==> config.mk <==
export PLATFORM = sky130hd
export DESIGN_NAME = bcd_stopwatch
export DESIGN_NICKNAME = d
export VERILOG_FILES = /design/src/rtl/stopwatch_pkg.sv /design/src/rtl/bcd_digit_counter.sv /design/src/rtl/bcd_stopwatch.sv
export SDC_FILE = /design/constraint.sdc
export NUM_CORES = 1
export LEC_CHECK = 0
export ABC_AREA = 1
export BUFFER_PORTS_ARGS = -buffer_cell sky130_fd_sc_hd__buf_2
export CAP_MARGIN = 40
export CORE_UTILIZATION = 55
export DETAILED_ROUTE_END_ITERATION = 10
export PLACE_DENSITY = 0.75
export SYNTH_ARGS = -nofsm -noshare
export SYNTH_HDL_FRONTEND = slang
export SYNTH_SLANG_ARGS = --single-unit
==> constraint.sdc <==
create_clock -name clk -period 2.1 [get_ports clk]
set_input_delay 0.42 -clock clk [delete_from_list [all_inputs] [get_ports clk]]
set_output_delay 0.42 -clock clk [all_outputs]
set_load 0.02 [all_outputs]
==> src/rtl/stopwatch_pkg.sv <==
// Shared types and digit limits for the BCD stopwatch.
package stopwatch_pkg;
    typedef enum logic [1:0] {IDLE, RUNNING, LAP_HOLD, STOPPED} sw_state_t;
    typedef logic [3:0] bcd_t;
    // Index 5 is the minutes-tens digit and index 0 is the hundredths-units digit.
    typedef bcd_t [5:0] sw_time_t;

    localparam int HUN_MAX   = 9;
    localparam int SEC_T_MAX = 5;
endpackage

==> src/rtl/bcd_digit_counter.sv <==
// Single BCD digit that rolls over at MAX and flags a carry on that roll-over.
module bcd_digit_counter
    import stopwatch_pkg::*;
#(
    parameter int MAX = 9
) (
    input  logic clk,
    input  logic reset_n,
    input  logic clr,
    input  logic inc,
    output bcd_t q,
    output logic carry
);
    assign carry = inc && (q == 4'(MAX));

    always_ff @(posedge clk or negedge reset_n) begin
        if (!reset_n)  q <= '0;
        else if (clr)  q <= '0;
        else if (inc)  q <= carry ? 4'd0 : q + 4'd1;
    end
endmodule

==> src/rtl/bcd_stopwatch.sv <==
// MM:SS.hh stopwatch fed by the 100 Hz tick counter, with lap freeze and clear.
module bcd_stopwatch
    import stopwatch_pkg::*;
#(
    parameter int MAX_MIN = 59
) (
    input  logic     clk,
    input  logic     reset_n,
    input  logic     tick,
    input  logic     start_stop,
    input  logic     lap,
    input  logic     clear,
    output sw_time_t digits,
    output logic     running,
    output logic     frozen,
    output logic     wrap,
    output logic     cnt_en,
    output logic     cnt_clr
);
    localparam bcd_t MIN_T = 4'(MAX_MIN / 10);
    localparam bcd_t MIN_U = 4'(MAX_MIN % 10);

    sw_state_t state, nstate;
    logic      do_fresh, do_clr, do_lapin;
    sw_time_t  live, live_nxt, held, held_nxt;
    logic [5:0] inc, carry, dclr;
    logic      min_wrap;

    always_ff @(posedge clk or negedge reset_n) begin
        if (!reset_n) state <= IDLE;
        else          state <= nstate;
    end

    // Commands are tested in priority order; an illegal command falls through.
    always_comb begin
        nstate   = state;
        do_fresh = 1'b0;
        do_clr   = 1'b0;
        do_lapin = 1'b0;
        case (state)
            IDLE: if (start_stop) begin
                nstate   = RUNNING;
                do_fresh = 1'b1;
            end
            RUNNING: begin
                if (start_stop) nstate = STOPPED;
                else if (lap) begin
                    nstate   = LAP_HOLD;
                    do_lapin = 1'b1;
                end
            end
            LAP_HOLD: begin
                if (start_stop) nstate = STOPPED;
                else if (lap)   nstate = RUNNING;
            end
            STOPPED: begin
                if (clear) begin
                    nstate = IDLE;
                    do_clr = 1'b1;
                end else if (start_stop) nstate = RUNNING;
            end
            default: nstate = IDLE;
        endcase
    end

    assign running = (state == RUNNING) || (state == LAP_HOLD);
    assign frozen  = (state == LAP_HOLD);
    assign cnt_en  = running;

    // Minutes wrap on the carry out of seconds-tens when already at MAX_MIN.
    assign min_wrap = carry[3] && (live[5] == MIN_T) && (live[4] == MIN_U);

    generate
        for (genvar i = 0; i < 6; i++) begin : g_dig
            if (i == 0) begin : g_first
                assign inc[i] = tick && running;
            end else begin : g_chain
                assign inc[i] = carry[i-1];
            end
            assign dclr[i] = do_clr || ((i >= 4) && min_wrap);

            bcd_digit_counter #(
                .MAX((i == 3) ? SEC_T_MAX : HUN_MAX)
            ) u_dig (
                .clk    (clk),
                .reset_n(reset_n),
                .clr    (dclr[i]),
                .inc    (inc[i]),
                .q      (live[i]),
                .carry  (carry[i])
            );

            // Mirror of the counter's next value so digits can be registered on the same edge.
            assign live_nxt[i] = dclr[i] ? 4'd0 :
                                 inc[i]  ? (carry[i] ? 4'd0 : live[i] + 4'd1) : live[i];
        end
    endgenerate

    assign held_nxt = do_clr ? '0 : do_lapin ? live : held;

    always_ff @(posedge clk or negedge reset_n) begin
        if (!reset_n) begin
            held    <= '0;
            digits  <= '0;
            wrap    <= 1'b0;
            cnt_clr <= 1'b1;
        end else begin
            held    <= held_nxt;
            digits  <= (nstate == LAP_HOLD) ? held_nxt : live_nxt;
            wrap    <= min_wrap;
            cnt_clr <= do_fresh || do_clr;
        end
    end
endmodule

=== Word-level counts from Yosys, hierarchy flattened ===
Cells that the tools add are included.
Widths: inputs -> output; s select.

* Logic and storage cells: 86
* Output and inout bits: 29
* Bits in registers: 76

* Add/sub/neg operators: 6
* Reduce and logical (&&, ||, !) cells: 13
* Mux-type cells: 35
* Equal/unequal tests: 11

{| class="wikitable"
|+ Operator list
! cell !! number
|-
| $mux 24 || 3
|-
| $mux 4 || 18
|-
| $add 4x1->4 const B || 6
|-
| $eq 4x4->1 const B || 5
|-
| $mux 2 || 6
|-
| $logic_and 1x1->1 || 9
|-
| $eq 4x3->1 const B || 2
|-
| $pmux 2 s4 || 1
|-
| $mux 1 || 7
|-
| $eq 2x2->1 const B || 3
|-
| $logic_or 1x1->1 || 3
|-
| $eq 2x1->1 const B || 1
|-
| $logic_not 2->1 || 1
|}

=== Depth between registers and ports, before layout ===
* Depth in word-level cells: 13
* Mapped depth: 11
* Mapped depth without buffers: 11

=== By module ===
Synthesis repeated with hierarchy kept, for this count alone.

* Cell total of the unflattened synthesis: 601
* Area total of the unflattened synthesis: 4,579.4 µm²

{| class="wikitable"
|+ Modules (own cells, without submodules)
! module !! cells an instance !! times used !! area each (µm²) !! seq. area each (µm²)
|-
| bcd_stopwatch || 374 || 1 || 2,936.6 || 1,302.5
|-
| bcd_digit_counter at g_dig[1].u_dig ... || 38 || 4 || 274.0 || 100.1
|-
| bcd_digit_counter at g_dig[0].u_dig || 38 || 1 || 279.0 || 100.1
|-
| bcd_digit_counter at g_dig[3].u_dig || 37 || 1 || 267.8 || 100.1
|}

=== Worst setup path after synthesis ===
Ideal clock, no wire load.

* Path kind: register to register
* From: register state[0]
* To: register g_dig[5].u_dig.q[0]
* Buffers on the path: 0
* Library setup time: 0.119 ns
* Stages on the path, launching flop included: 10
* Period minus slack after synthesis: 1.994 ns
* Path slack: 0.106 ns
* Required time: 1.981 ns
* Arrival: 1.875 ns
* Path through: dfrtp_1 > inv_1 > ha_1 > nand2_2 > nor2_1 > nand2_2 > nor2_4 > nand4_4 > xor2_1 > and2_1

{| class="wikitable"
|+ RTL lines
! what !! line !! RTL
|-
| start: declaration || bcd_stopwatch.sv:23 || <nowiki>sw_state_t state, nstate;</nowiki>
|-
| start signal: assignment || bcd_stopwatch.sv:31 || <nowiki>else state <= nstate;</nowiki>
|-
| end signal: assignment || bcd_digit_counter.sv:19 || <nowiki>else if (inc) q <= carry ? 4'd0 : q + 4'd1;</nowiki>
|-
| end: declaration || bcd_digit_counter.sv:11 || <nowiki>output bcd_t q,</nowiki>
|}

==> metrics.yaml <==
status: "finished, violations left"
violations: "DRC"
diodes: 0
cellLeakagePower_nw: 2.304
slew_headroom: 0.6279
crit_buf_inv: 1
crit_top_cell: "nor2_2"
crit_required_ns: 2.34
maxSlewViolCount: 0
gp_congestion: 0.9083
syn_inst: 410
endpoint_kind: "flip-flop"
drt-initial-drc-count: 127
ys_types: 39
core_um2: 6422
final_cell_mix: "96 x nand2_1, 75 x dfrtp_1, 56 x inv_1"
holdWs_ns: 0.06509
fp.dieH_um: 83.84
grt_first_pass_wirelength_um: 12760
yosysTopAreaCell: "dfrtp_1"
ant_nets: 0
ctsHoldBuffers: 0
wirelength_um: 7457
setup_violations: 0
ioPinCount: 35
portBuffers: 34
wl_per_cell_um: 13.83
crit_chain: "inv_1 -> ha_4 -> nand2_4 -> nor2_2 -> nand2_2 -> nor2_4 -> nand4_4 -> nor2_1 -> nor2_2 -> and2_1"
synth_area_per_cell_um2: 8.984
grt_usage: 0.2329
cts_max_level: 3
via_count: 2802
fin_nets: 480
grt-ovfl-total: 0
syn-cell-area_um2: 3684
clock_path_buffers: 2
worstHoldPathType: "in -> async"
synth_fp_nets: 433
first_pass_iters: 7
min_period_ns: 1.963
cts.clk_slew.worst_paths_ns: 0.07
route.detailed.drc: 7
antenna_found_initial: 0
cts-buffers-inserted: 9
grt_pass1_vias: 2769
tritoncts: "done"
numClockSinks: 76
drt-vias-per-instance: 5.199
fin_worst_skew_ns: 0.006157
synth_seq_cells: 76
crit_family: "simple AND/OR/NAND/NOR gates"
crit_arrival_ns: 2.20
final_common_cell: "nand2_1"
synth.top_cell.area_share: 0.5095
n_fill_cell: 517
start_util: 0.5735
peakVddDrop_uv: 763.9
dp_hpwl_um: 5204
cts_root_buf: "clkbuf_8"
ys_top_cells_by_area: "dfrtp_1 51%, nand2_1 9.9%, inv_1 5.8%"
yosysSeqAreaShare: 0.5166
tns_ns: 0
finalHoldViolCount: 0
crit_path_start_kind: "flip-flop"
rows: 29
die_x_um: 83.84
cap_violations: 0
crit_type: "reg -> reg"
ys_warn_count: 0
slowest_stage: "dfrtp_1"
grt_max_degree: 45
area_growth_pct: 14.47
drive_above_1_share: 0.2013
powerDensity_nw_per_um2: 1326
period_share: 0.9349
fmax_mhz: 509.4
die-area_um2: 7028
insertion_delay_ns: 0.34
worst_pin_slew_ns: 0.5582
crit_path_max_fanout: 7
crit_path_max_incr_delay_ns: 0.40
==> synthesized netlist by cell type <==
cell type,n
o31ai_1,1
nand4_2,1
a31oi_1,1
nor2_2,3
buf_2,5
o21ai_1,3
nor3b_1,1
nand2_4,1
o22ai_1,1
nand2_2,2
nand2_1,97
nor2_8,2
ha_1,17
o21ai_2,3
clkbuf_1,3
o211ai_1,1
dfrtp_1,75
a211oi_1,1
nor2_1,17
nor3_1,7
nand3_4,2
inv_1,57
nand3_1,19
inv_2,3
nand4_1,5
o21ai_0,33
buf_6,1
nand4_4,1
dfstp_2,1
nor2_4,3
or2_2,1
buf_4,3
xor2_1,5
xnor2_1,1
a21oi_2,1
a21oi_1,26
nand3_2,3
and2_1,1
nand3b_1,2
==> through the flow <==
step / util / power [mW] / std cells / setup WS, ns / area (µm²)
finish: 0.6565 / 5.590 / 539 / 0.1368 / 4217
global route: 0.6565 / 6.019 / 539 / -0.004067 / 4217
CTS: 0.6474 / 5.520 / 535 / 0.04637 / 4158
detailed placement: 0.6221 / 4.546 / 519 / 0.06165 / 3995
global placement: 0.6221 / 4.449 / 519 / 0.1422 / 3995
floorplan: - / 3.892 / 410 / 0.1059 / 3684
==> repair_timing <==
| action | CTS | global route |
|---|---|---|
| gates resized for setup | 0 | 7 |
| buffers inserted | 0 | 4 |
| endpoints found under the setup margin | 0 | 26 |
==> layout make-up <==
cell class              count  area, µm²  area share
multi-input cells         262       1514      0.3591
well taps                  77      96.34     0.02285
clock buffers              14      152.6     0.03620
inverters                  60      225.2     0.05341
flip-flops and latches     76       1903      0.4513
clock inverters             2      10.01    0.002374
repair buffers             48      315.3     0.07478
==> logic make-up after synthesis <==
kind of cell,share of synthesized area
xor gates and xnor gates,0.01427
AOI/OAI and AO/OA,0.1033
DFF,0.5166
buffers and inverters,0.08016
adders and majority gates,0.05774
and+or+nand+nor,0.2279
==> final timing paths <==
| kind | slack [ns] | start | endpoint | cells after the start |
|---|---|---|---|---|
| setup reg to reg | 0.14 | state[0] | g_dig[5].u_dig.q[0] | 10 |
| max in group asynchronous | 1.47 | reset_n | cnt_clr | 2 |
| hold / removal | 0.07 | reset_n | digits[3] | 1 |
| setup / recovery | 0.14 | state[0] | g_dig[5].u_dig.q[0] | 10 |
| min in group clk | 0.30 | start_stop | cnt_clr | 3 |
| hold reg to reg | 0.54 | held[4] | held[4] | 2 |
==> routing by layer <==
metal / GRT usage / wire (µm) / vias to the layer above
met4: 0.08777 / 102 / 0
met3: 0.05737 / 292 / 9
li1: - / - / 1400
met5: 0 / 0 / -
met2: 0.3845 / 3585 / 68
met1: 0.2975 / 3476 / 1325
==> report_power, final <==
part / leakage (nW) / total [mW] / switching (mW) / internal, mW
clock: 0.0844 / 0.957 / 0.497 / 0.460
sequential: 0.988 / 2.27 / 0.255 / 2.02
combinational: 1.23 / 2.36 / 1.54 / 0.819
total: 2.30 / 5.59 / 2.29 / 3.30
==> sequential cells by signal, indices dropped and copies added (netlist names) <==
signal / cells
digits: 24
g_dig.u_dig.q: 24
held: 24
state: 2
cnt_clr: 1
wrap: 1
(Power assumes the default switching activity.)
